===== config.mk =====
export PLATFORM = sky130hd
export DESIGN_NAME = paddle_ctrl
export DESIGN_NICKNAME = d
export VERILOG_FILES = /design/src/rtl/pong_pkg.sv /design/src/rtl/key_debounce.sv /design/src/rtl/paddle_ctrl.sv
export SDC_FILE = /design/constraint.sdc
export NUM_CORES = 1
export LEC_CHECK = 0
export ABC_AREA = 1
export CORE_ASPECT_RATIO = 1.4
export CORE_UTILIZATION = 45
export CTS_BUF_LIST = sky130_fd_sc_hd__clkbuf_4 sky130_fd_sc_hd__clkbuf_8 sky130_fd_sc_hd__clkbuf_16
export DETAILED_ROUTE_END_ITERATION = 7
export MAX_ROUTING_LAYER = met4
export SLEW_MARGIN = 30
export SYNTH_ARGS = -nofsm -noshare
export SYNTH_HDL_FRONTEND = slang
export SYNTH_SLANG_ARGS = --single-unit

===== constraint.sdc =====
create_clock -name clock -period 3.3 [get_ports clock]
set_clock_uncertainty 0.2 [all_clocks]
set_input_delay 0.825 -clock clock [delete_from_list [all_inputs] [get_ports clock]]
set_output_delay 0.825 -clock clock [all_outputs]
set_load 0.005 [all_outputs]

===== src/rtl/pong_pkg.sv =====
// Shared pong definitions: paddle FSM states and playfield geometry used by
// both the paddle controllers and the renderer.
package pong_pkg;

  localparam int unsigned PONG_POS_W     = 9;
  localparam int unsigned PONG_POS_MIN   = 0;
  localparam int unsigned PONG_POS_MAX   = 504;
  localparam int unsigned PONG_RESET_POS = 252;

  typedef enum logic [1:0] {
    IDLE   = 2'd0,
    MOVE_L = 2'd1,
    MOVE_R = 2'd2,
    BOTH   = 2'd3
  } paddle_state_e;

  // Direction arbitration from the debounced key levels.
  function automatic paddle_state_e key_state(input logic l, input logic r);
    paddle_state_e s;
    case ({l, r})
      2'b10:   s = MOVE_L;
      2'b01:   s = MOVE_R;
      2'b11:   s = BOTH;
      default: s = IDLE;
    endcase
    return s;
  endfunction

endpackage


===== src/rtl/key_debounce.sv =====
// Single-key input stage: 2-flop synchroniser, polarity normalisation and
// stable-level debounce. Exposes only the debounced pressed level.
module key_debounce #(
  parameter int unsigned DEB_CYCLES     = 250000,
  parameter int unsigned KEY_ACTIVE_LOW = 1
) (
  input  logic clock,
  input  logic reset,
  input  logic key,
  output logic key_db
);

  localparam int unsigned CNT_W   = $clog2(DEB_CYCLES + 1);
  localparam logic        ACT_LOW = (KEY_ACTIVE_LOW != 0);

  logic             sync1_q;
  logic             sync2_q;
  logic             pressed;
  logic [CNT_W-1:0] cnt_q;
  logic [CNT_W-1:0] cnt_d;
  logic             stable_q;
  logic             stable_d;

  assign pressed = sync2_q ^ ACT_LOW;
  assign key_db  = stable_q;

  // Flip the stable level only after DEB_CYCLES consecutive differing samples.
  always_comb begin
    cnt_d    = cnt_q;
    stable_d = stable_q;
    if (pressed == stable_q) begin
      cnt_d = '0;
    end else if (cnt_q == CNT_W'(DEB_CYCLES - 1)) begin
      stable_d = ~stable_q;
      cnt_d    = '0;
    end else begin
      cnt_d = cnt_q + CNT_W'(1);
    end
  end

  always_ff @(posedge clock) begin
    if (reset) begin
      sync1_q  <= ACT_LOW;
      sync2_q  <= ACT_LOW;
      cnt_q    <= '0;
      stable_q <= 1'b0;
    end else begin
      sync1_q  <= key;
      sync2_q  <= sync1_q;
      cnt_q    <= cnt_d;
      stable_q <= stable_d;
    end
  end

endmodule


===== src/rtl/paddle_ctrl.sv =====
// Per-player paddle controller: debounced keys drive a saturating, frame-
// synchronised paddle offset. Optional macro PADDLE_ACCEL_EN doubles the step
// after four consecutive ticks in the same move direction.
module paddle_ctrl
  import pong_pkg::*;
#(
  parameter int unsigned DEB_CYCLES     = 250000,
  parameter int unsigned POS_W          = PONG_POS_W,
  parameter int unsigned STEP           = 8,
  parameter int unsigned POS_MIN        = PONG_POS_MIN,
  parameter int unsigned POS_MAX        = PONG_POS_MAX,
  parameter int unsigned RESET_POS      = PONG_RESET_POS,
  parameter int unsigned KEY_ACTIVE_LOW = 1
) (
  input  logic             clock,
  input  logic             reset,
  input  logic             left_key,
  input  logic             right_key,
  input  logic             frame_tick,
  output logic [POS_W-1:0] bar,
  output logic             moving,
  output logic             dir,
  output logic             left_db,
  output logic             right_db
);

  localparam int unsigned EXT_W = POS_W + 1;
  localparam logic [EXT_W-1:0] STEP_X = EXT_W'(STEP);
  localparam logic [EXT_W-1:0] MIN_X  = EXT_W'(POS_MIN);
  localparam logic [EXT_W-1:0] MAX_X  = EXT_W'(POS_MAX);

  paddle_state_e    state_q;
  paddle_state_e    state_d;
  logic [POS_W-1:0] bar_q;
  logic [POS_W-1:0] bar_d;
  logic [POS_W-1:0] bar_new;
  logic             moving_q;
  logic             moving_d;
  logic             dir_q;
  logic             dir_d;
  logic [EXT_W-1:0] step_x;
  logic [EXT_W-1:0] bar_x;
  logic [EXT_W-1:0] up_x;

  key_debounce #(
    .DEB_CYCLES     (DEB_CYCLES),
    .KEY_ACTIVE_LOW (KEY_ACTIVE_LOW)
  ) u_left_db (
    .clock  (clock),
    .reset  (reset),
    .key    (left_key),
    .key_db (left_db)
  );

  key_debounce #(
    .DEB_CYCLES     (DEB_CYCLES),
    .KEY_ACTIVE_LOW (KEY_ACTIVE_LOW)
  ) u_right_db (
    .clock  (clock),
    .reset  (reset),
    .key    (right_key),
    .key_db (right_db)
  );

  assign bar    = bar_q;
  assign moving = moving_q;
  assign dir    = dir_q;

  always_comb begin
    state_d = key_state(left_db, right_db);
  end

`ifdef PADDLE_ACCEL_EN
  localparam logic [EXT_W-1:0] STEP2_X = EXT_W'(2 * STEP);

  logic [2:0] hold_q;
  logic [2:0] hold_d;

  // Ticks spent in one move direction; any direction change restarts it.
  always_comb begin
    hold_d = hold_q;
    if (state_d != state_q) begin
      hold_d = 3'd0;
    end else if (frame_tick && (state_q == MOVE_L || state_q == MOVE_R) &&
                 hold_q != 3'd7) begin
      hold_d = hold_q + 3'd1;
    end
    step_x = (hold_q >= 3'd4) ? STEP2_X : STEP_X;
  end

  always_ff @(posedge clock) begin
    if (reset) begin
      hold_q <= 3'd0;
    end else begin
      hold_q <= hold_d;
    end
  end
`else
  always_comb begin
    step_x = STEP_X;
  end
`endif

  // Saturating move computed one bit wider than bar so nothing wraps.
  always_comb begin
    bar_x   = {1'b0, bar_q};
    up_x    = bar_x + step_x;
    bar_new = bar_q;
    case (state_q)
      MOVE_L:  bar_new = (up_x > MAX_X) ? POS_W'(POS_MAX) : up_x[POS_W-1:0];
      MOVE_R:  bar_new = (bar_x < MIN_X + step_x) ? POS_W'(POS_MIN)
                                                  : POS_W'(bar_x - step_x);
      default: bar_new = bar_q;
    endcase

    bar_d    = bar_q;
    moving_d = moving_q;
    dir_d    = dir_q;
    if (frame_tick) begin
      bar_d    = bar_new;
      moving_d = (bar_new != bar_q);
      if (bar_new != bar_q) begin
        dir_d = (bar_new < bar_q);
      end
    end
  end

  always_ff @(posedge clock) begin
    if (reset) begin
      state_q  <= IDLE;
      bar_q    <= POS_W'(RESET_POS);
      moving_q <= 1'b0;
      dir_q    <= 1'b0;
    end else begin
      state_q  <= state_d;
      bar_q    <= bar_d;
      moving_q <= moving_d;
      dir_q    <= dir_d;
    end
  end

endmodule

Yosys cells after proc, flatten, opt, wreduce, memory -nomap -nowiden
Cells that the tools add are included.
{ "word_totals": {"out_inout_bits": 13, "ff_bits": 55, "in_bits": 5, "elab_cells": 44} }
{ "op_classes": {"n_addsub": 4, "mux": 4, "n_lt_le_gt_ge": 3, "n_bitwise": 6, "reduce_logical": 5, "eq_ne": 10} }
{ "ops": {"columns": ["cell", "n"], "rows": [
  ["$add A18 B1 Y18 const B", 2],
  ["$eq A18 B18 Y1 const B", 2],
  ["$mux W9", 2],
  ["$pmux W9 S2", 1],
  ["$add A9 B4 Y10 const B", 1],
  ["$gt A10 B9 Y1 const B", 1],
  ["$lt A9 B4 Y1 const B", 1],
  ["$lt A9 B9 Y1", 1],
  ["$ne A9 B9 Y1", 1],
  ["$sub A9 B4 Y9 const B", 1],
  ["$eq A2 B2 Y1 const B", 3],
  ["$not A1 Y1", 6],
  ["$pmux W2 S3", 1],
  ["$reduce_and A2 Y1", 3],
  ["$reduce_or A3 Y1", 2],
  ["$eq A2 B1 Y1 const B", 2],
  ["$eq A1 B1 Y1", 2]
]} }

Longest topological paths before layout
Gate-level depths: netlist (run 1).
{ "depth": {"word_depth": 6, "ltp_mapped": 20, "mapped_depth_nobuf": 19} }

By module
From an unflattened synthesis (run 1), not the netlist that was laid out.
{ "unflattened": {"cells_unflattened": 474, "area_unflattened_um2": 3249.4} }
{ "modules_own_cells": {"columns": ["mod", "cells_per_inst", "area_per_inst_um2", "seq_area_each_um2", "n_inst"], "rows": [
  ["key_debounce", 147, 1047.3, 420.4, 2],
  ["paddle_ctrl", 180, 1154.9, 260.2, 1]
]} }

Worst setup path after synthesis (run 1)
OpenSTA, ideal clock, no wires.
{ "synth_path": {"kind": "reg-to-reg", "startpoint": "register bar_q[3], in the netlist bar[3]", "endpoint": "register dir_q, in the netlist dir", "t_required_ns": 2.978, "setup_ns": 0.122, "synth_period_minus_slack_ns": 2.649, "arrival_ns": 2.328, "n_path_buf": 1, "stages_incl_launch_ff": 21, "setup_slack_ns": 0.651, "path_cell_list": "dfxtp_1 -> clkbuf_2 -> inv_1 -> ha_1 -> inv_1 -> nor2_1 -> nand3_1 -> nor2_1 -> nand3_1 -> nand2_1 -> nand2_1 -> nand2_2 -> nor2_1 -> ha_1 -> nand2_1 -> nor2_1 -> nand4_1 -> nand2_1 -> inv_1 -> o21ai_0 -> a21oi_1"} }
{ "synth_between": {"elab_chain_len": 6, "elab_cells_between_ends": 10, "classes_between": "add/sub: 2; order compare: 3; eq/ne: 1; mux: 3; reduce/logical: 1"} }
{ "synth_rtl": {"columns": ["element", "line_no", "text"], "rows": [
  ["start: declaration", "paddle_ctrl.sv:34", "logic [POS_W-1:0] bar_q;"],
  ["start signal: assignment", "paddle_ctrl.sv:131", "bar_q <= POS_W'(RESET_POS);"],
  ["start signal: assignment", "paddle_ctrl.sv:136", "bar_q <= bar_d;"],
  ["$add A9 B4 Y10", "paddle_ctrl.sv:107", "up_x = bar_x + step_x;"],
  ["$gt A10 B9 Y1", "paddle_ctrl.sv:110", "MOVE_L: bar_new = (up_x > MAX_X) ? POS_W'(POS_MAX) : up_x[POS_W-1:0];"],
  ["$mux W9", "paddle_ctrl.sv:110", null],
  ["$pmux W9 S2 *", "paddle_ctrl.sv:109", "case (state_q)"],
  ["named net bar_new[2]", "paddle_ctrl.sv:36", "logic [POS_W-1:0] bar_new;"],
  ["branches (longest 2 deep; another with $lt A9 B9 Y1)", null, null],
  ["end signal: assignment", "paddle_ctrl.sv:138", "dir_q <= dir_d;"],
  ["end: declaration", "paddle_ctrl.sv:39", "logic dir_q;"]
]} }
Mark *: on every way through the listed nets, which the timed path passes.
A chain may end at the register's enable or synchronous reset.

Final worst setup path (run 1)
Same ends and word-level chain as after synthesis.

==> results of run 1 <==
layer usage:
| metal | routed length, um | vias to the layer above |
|---|---|---|
| li1 | - | 1481 |
| met1 | 2930 | 1234 |
| met2 | 3220 | 51 |
| met3 | 174 | 14 |
| met4 | 156 | 0 |
| met5 | 0 | - |
state kept, by name, indices dropped and copies added, names as in the netlist:
register	count
u_right_db.cnt_q	18
u_right_db.sync1_q	1
u_left_db.sync1_q	1
bar	9
u_left_db.cnt_q	18
u_left_db.sync2_q	1
u_left_db.key_db	1
u_right_db.key_db	1
dir	1
state_q	2
u_right_db.sync2_q	1
moving	1
synth_stat cells (2+ instances only):
cell type,count,area share
a21oi_1,34,0.055
nand4_1,12,0.024
inv_1,56,0.068
buf_4,2,0.0048
nand3_1,30,0.048
or2_2,8,0.016
o211ai_1,3,0.0073
or2_0,3,0.0060
nor4_1,2,0.0040
nand2_1,98,0.12
nor2_1,59,0.071
ha_1,15,0.060
nand2_2,3,0.0060
o21ai_0,15,0.024
nor3_1,14,0.023
a21boi_0,2,0.0048
xor2_1,6,0.017
dfxtp_1,55,0.35
xnor2_1,4,0.011
nor3b_1,3,0.0073
clkbuf_1,2,0.0024
nor2_4,2,0.0073
worst max-delay path: cells and delay by family (launching register included):
| kind | cells | cell delay (ns) |
|---|---|---|
| AO/OA/AOI/OAI | 2 | 0.19 |
| adder cells (fa/ha/maj) | 2 | 0.64 |
| AND/OR/NAND/NOR | 12 | 1.04 |
| flip-flops | 1 | 0.52 |
| buffers and inverters | 3 | 0.28 |
through the flow:
stage | hold WS [ns] | area [um^2] | setup slack [ns] | instances | power [mW]
final | 0.213 | 3450 | 0.339 | 557 | 1.19
after global routing | 0.245 | 3450 | 0.0789 | 557 | 1.26
after CTS | 0.209 | 3450 | 0.369 | 557 | 1.21
after detailed placement | 0.192 | 3350 | 0.389 | 550 | 0.825
after global placement | 0.192 | 3350 | 0.449 | 550 | 0.824
after floorplan | 0.189 | 3110 | 0.651 | 447 | 0.782
power groups by stage:
| stage | Sequential (mW) | Clock [mW] | Combinational [mW] |
|---|---|---|---|
| after floorplan | 0.698 | 0 | 0.0839 |
| after global placement | 0.703 | 0 | 0.121 |
| after detailed placement | 0.703 | 0 | 0.122 |
| after CTS | 0.688 | 0.404 | 0.122 |
| after global routing | 0.689 | 0.426 | 0.141 |
| final | 0.687 | 0.383 | 0.122 |
how the worst max path moves through the flow:
stage                start   to  slack (ns)  cells past startpoint
floorplan           bar[3]  dir        0.65                     20
global placement    bar[3]  dir        0.45                     19
detailed placement  bar[3]  dir        0.39                     19
CTS                 bar[3]  dir        0.37                     19
global route        bar[3]  dir        0.08                     19
finish              bar[3]  dir        0.34                     19
cells by family after synthesis:
| kind of cell | after synthesis | synth area share |
|---|---|---|
| simple gates | 243 | 0.366 |
| buf+inv | 65 | 0.0846 |
| compound gates | 59 | 0.106 |
| flops | 55 | 0.355 |
| fa+ha+maj | 15 | 0.0604 |
| xor+xnor | 10 | 0.0282 |
layout make-up:
cell class                      instances  area, um^2
Clock buffer                            6        82.6
Clock inverter                          1        8.76
Fill cell                             682        3170
Inverter                               58         219
Multi-Input combinational cell        327        1740
Sequential cell                        55        1100
Tap cell                               92         115
Timing Repair Buffer                   18         178
==> summary.txt, run 1 <==
Drt
  • Wirelength, routed: between 6000 and 7000 um
  • Vias per cell: 4.99
  • DRT antenna net count: 0
  • Initial DRC count: 115
  • Drt first pass iters: 4
  • Vias: 2780
  • Avg WL per Cell: ~12 um
  • # DRC: 0

Global route
  • Global route overflow: 0
  • Total Routing Usage GR: 0.200
  • M1 GR Usage: 0.224
  • Busiest layer in global routing: met2
  • GR Util met3: 0.0261
  • First-pass GRT wire length: ~11000 um
  • Met2 Track Usage GR: 0.359
  • Vias in the first global route: about 2600
  • Largest net degree at the start of global routing: 19
  • Initial antenna violation count: 0

Clock network
  • Post-CTS setup buffer count: 0
  • Hold Buf Count CTS: 0
  • Max clock buf depth: 2
  • Clk slew on worst S/H paths: 0.09 ns
  • CTS H-tree depth: 2
  • CTS tree: done
  • CTS Buf Count: 5
  • Clk_lat worst skew: around 0.3 ns
  • Post-CTS sizing: 0
  • Root Buffer: clkbuf_8
  • Clock sink count: between 50 and 60

Layout
  • Share of post-route cells with drive strength above 1: 0.0667
  • Commonest non-fill, non-tap cell in the layout: nand2_1
  • Most frequent cells in the layout: 98 x nand2_1, 59 x nor2_1, 56 x inv_1
  • Synth-to-Final Area Change: 11.0%
  • Final #Nets: a little under 500
  • Diodes inserted: 0
  • Final Util: 0.521

STA
  • Max Fclk: between 0.3 and 0.4 GHz
  • Post-layout min period: approximately 3.0 ns
  • # setup viols final: 0
  • Least-Margin Pin Slew: approximately 0.79 ns
  • Final Hold Fails: 0
  • Slew Viols, Final: 0
  • Setup TNS: 0 ns
  • Final worst-path cycle share: 0.897
  • Slew HR: 0.477
  • RSZ-0062 raised after global routing: no

Worst hold path
  • Hold worst-path end: u_left_db.sync2_q
  • Min-delay src: u_left_db.sync1_q
  • Hold WC Path Type: flop to flop
  • Hold depth: 1

Outcome
  • Status: complete, no violations

Run
  • Maxcap violations: 0

Power
  • Sw Pwr: around 300 uW
  • Power density over the cells: 346 nW/um^2
  • Power share of the clock group: 0.321
  • Combinational power share: 0.102
  • Leak Pwr: 1.39 nW
  • Maximum vdd ir drop: 0.211 mV
  • Sequential Power Share: 0.577
  • Internal: 896 uW
  • Switching share of power: 0.249

Worst setup path
  • Reg2reg start: bar[3]
  • Reg2Reg Setup Slack: between 0.3 and 0.4 ns
  • Critical path launch point type: flop
  • CP cell instances: inv_1 > ha_1 > inv_1 > nor2_1 > nand3_1 > nor2_1 > nand3_1 > nand2_1 > nand2_1 > nand2_2 > nor2_1 > ha_1 > nand2_1 > nor2_1 > nand4_1 > nand2_1 > inv_1 > o21ai_0 > a21oi_1
  • RR Endpoint: dir
  • Worst-case reg-to-reg path depth: 19
  • WP data required: 3.30 ns
  • Worst endpoint data arrival time: a little under 3 ns
  • Kind of critical path: flop to flop
  • Worst Path Max Fanout: 10
  • Critical Path End Type: flop
  • Crit-path max cell delay: ~0.52 ns
  • Crit-path slowest cell: dfxtp_1

Placed design
  • Post-DP HPWL: between 4000 and 5000 um
  • RePlAce Congestion: slightly below 1
  • IO buf count: 17

Floorplanning
  • Die area: just over 7000 um^2
  • Boundary Pins: 18
  • Initial Utilization: 0.470
  • Die H: around 100 um
  • Core Rows: 35
  • Die X: about 72 um
  • Core footprint: roughly 6600 um^2

Synthesis
  • Synthesized instance count: roughly 450
  • Post-synthesis area per instance: roughly 7 um^2
  • Synth cell types: 41
  • Synthesized net count: around 470
  • Async set or reset register ratio after synthesis: 0
  • Ys Warns: 0
  • Main synth FF type: dfxtp_1
  • Post-synthesis sequential area ratio: 0.355
  • Mapped Area: slightly above 3000 um^2
  • Number of synthesized flops with an enable pin: 0
  • Synthesized flop and latch total: 55
No activity file was read; power rests on OpenSTA's default activity.
==> inputs of run 2 (changes only) <==
--- a/config.mk
+++ b/config.mk
@@ -11,6 +11,7 @@
 export CTS_BUF_LIST = sky130_fd_sc_hd__clkbuf_4 sky130_fd_sc_hd__clkbuf_8 sky130_fd_sc_hd__clkbuf_16
 export DETAILED_ROUTE_END_ITERATION = 7
 export MAX_ROUTING_LAYER = met4
+export PLACE_DENSITY = 0.65
 export SLEW_MARGIN = 30
 export SYNTH_ARGS = -nofsm -noshare
 export SYNTH_HDL_FRONTEND = slang
==> constraint.sdc (replaced) <==
create_clock -name clock -period 2.53 [get_ports clock]
set_clock_uncertainty 0.2 [all_clocks]
set_input_delay 0.6325 -clock clock [delete_from_list [all_inputs] [get_ports clock]]
set_output_delay 0.6325 -clock clock [all_outputs]
set_load 0.005 [all_outputs]
==> summary.txt, run 2 (synthesis gave the netlist of run 1 again) <==
Outcome
  • Status: complete, no violations

STA
  • Hold_ws: approximately 0.22 ns
  • Max Fclk: roughly 0.40 GHz
  • Post-layout min period: 2.49 ns
  • Slew HR: 0.505
  • Final Hold Fails: 0
  • Slew Viols, Final: 0
  • Final worst-path cycle share: 0.986
  • RSZ-0062 raised after global routing: yes
  • Setup TNS: 0 ns
  • # setup viols final: 0
  • Least-Margin Pin Slew: 0.743 ns

Run
  • Maxcap violations: 0

Drt
  • Drt first pass iters: 4
  • Vias: between 2000 and 3000
  • Wirelength, routed: about 6500 um
  • # DRC: 0
  • DRT antenna net count: 0
  • Avg WL per Cell: 11.4 um
  • Initial DRC count: 132
  • Vias per cell: about 5.0

Power
  • Power density over the cells: between 400 and 500 nW/um^2
  • Leak Pwr: roughly 1.5 nW
  • Maximum vdd ir drop: ~0.36 mV

Worst setup path
  • Crit-path slowest cell: dfxtp_4
  • Crit-path max cell delay: approximately 0.38 ns
  • Worst endpoint data arrival time: between 2 and 2.5 ns
  • Crit-path most repeated cell: nand2_2
  • Worst path bufs/invs: 3
  • WP data required: between 2 and 3 ns
  • Delay-heaviest family, CP: simple AND/OR/NAND/NOR gates
  • Kind of critical path: flop to flop
  • Critical Path End Type: flop
  • Worst Path Max Fanout: 3
  • CP cell instances: inv_2 > ha_4 > inv_2 > nor2_1 > nand3_1 > nor2_1 > nand3_1 > nand2_2 > nand2_2 > nand2_2 > nor2_2 > ha_1 > nand2_1 > nor2_2 > nand4_1 > nand2_1 > inv_1 > o21ai_1 > a21oi_1
  • Critical path launch point type: flop

Clock network
  • Max clock buf depth: 2
  • Hold Buf Count CTS: 0
  • Clk_lat worst skew: around 0.31 ns
  • Root Buffer: clkbuf_8
  • CTS Buf Count: 5
  • Clock sink count: 55
  • Clk slew on worst S/H paths: about 0.10 ns
  • CTS H-tree depth: 2
  • CTS tree: done

Layout
  • Finished Layout Cells: roughly 580
  • Synth-to-Final Area Change: 19.4%
  • Commonest non-fill, non-tap cell in the layout: nand2_1
  • Final #Nets: ~500
  • Share of post-route cells with drive strength above 1: 0.151
  • Diodes inserted: 0
  • Most frequent cells in the layout: 91 x nand2_1, 55 x nor2_1, 53 x inv_1

Floorplanning
  • Boundary Pins: 18
  • Die H: about 100 um
  • Core Rows: 35
  • Initial Utilization: 0.470
  • Die area: 7240 um^2
  • Die X: roughly 72 um
  • Core footprint: approximately 6600 um^2

Worst hold path
  • Hold WC Path Type: flop to flop

Placed design
  • IO buf count: 17
  • Inst Count DP: between 500 and 600
  • Post-DP HPWL: between 5000 and 6000 um
  • RePlAce Congestion: about 0.9

Global route
  • Total Routing Usage GR: 0.201
  • Largest net degree at the start of global routing: 19
  • Vias in the first global route: between 2000 and 3000
  • Initial antenna violation count: 0
  • First-pass GRT wire length: 11300 um
  • Global route overflow: 0
==> run 2: power by group <==
part           total, mW  switching (mW)  leakage, nW  internal (mW)
registers          0.895          0.0160        0.445          0.879
clock network      0.684           0.290       0.0644          0.395
logic              0.200           0.106        0.989         0.0946
==> run 2: per-stage QoR <==
step	power [mW]	setup slack (ns)	utilization	instance area (um^2)
floorplan	1.02	0.0187	-	3130
global placement	1.10	0.00455	0.529	3500
detailed placement	1.10	-0.0521	0.529	3500
CTS	1.79	0.0139	0.551	3640
global route	1.87	-0.112	0.561	3710
finish	1.78	0.0350	0.561	3710
==> run 2: what timing repair did <==
| item | CTS | global route |
|---|---|---|
| gates resized for setup | 9 | 22 |
| pin swaps | 6 | 3 |
| setup buffers | 0 | 1 |
| endpoints found under the hold margin | 0 | 0 |
| endpoints found under the setup margin | 1 | 2 |
==> run 2: routing by layer <==
metal,up-vias,track usage,routed length [um]
met5,-,-,0
li1,1528,-,-
met1,1315,0.223,2920
met4,0,0.0769,152
met3,11,0.0251,88
met2,23,0.361,3380
==> run 2: area by class of cell <==
class / count / area, um^2
Multi-Input combinational cell: 327 / 1810
Tap cell: 92 / 115
Timing Repair Buffer: 36 / 313
Inverter: 58 / 221
Sequential cell: 55 / 1110
Fill cell: 644 / 2910
Clock buffer: 5 / 68.8
Clock inverter: 3 / 67.6
==> run 2: worst paths after layout <==
check                                         from                 end  slack [ns]  cells past startpoint
worst min register to register  u_right_db.sync1_q  u_right_db.sync2_q        0.22                      1
worst max register to register              bar[3]                 dir        0.04                     19
worst min-delay path            u_right_db.sync1_q  u_right_db.sync2_q        0.22                      1
worst max-delay path                        bar[3]                 dir        0.04                     19
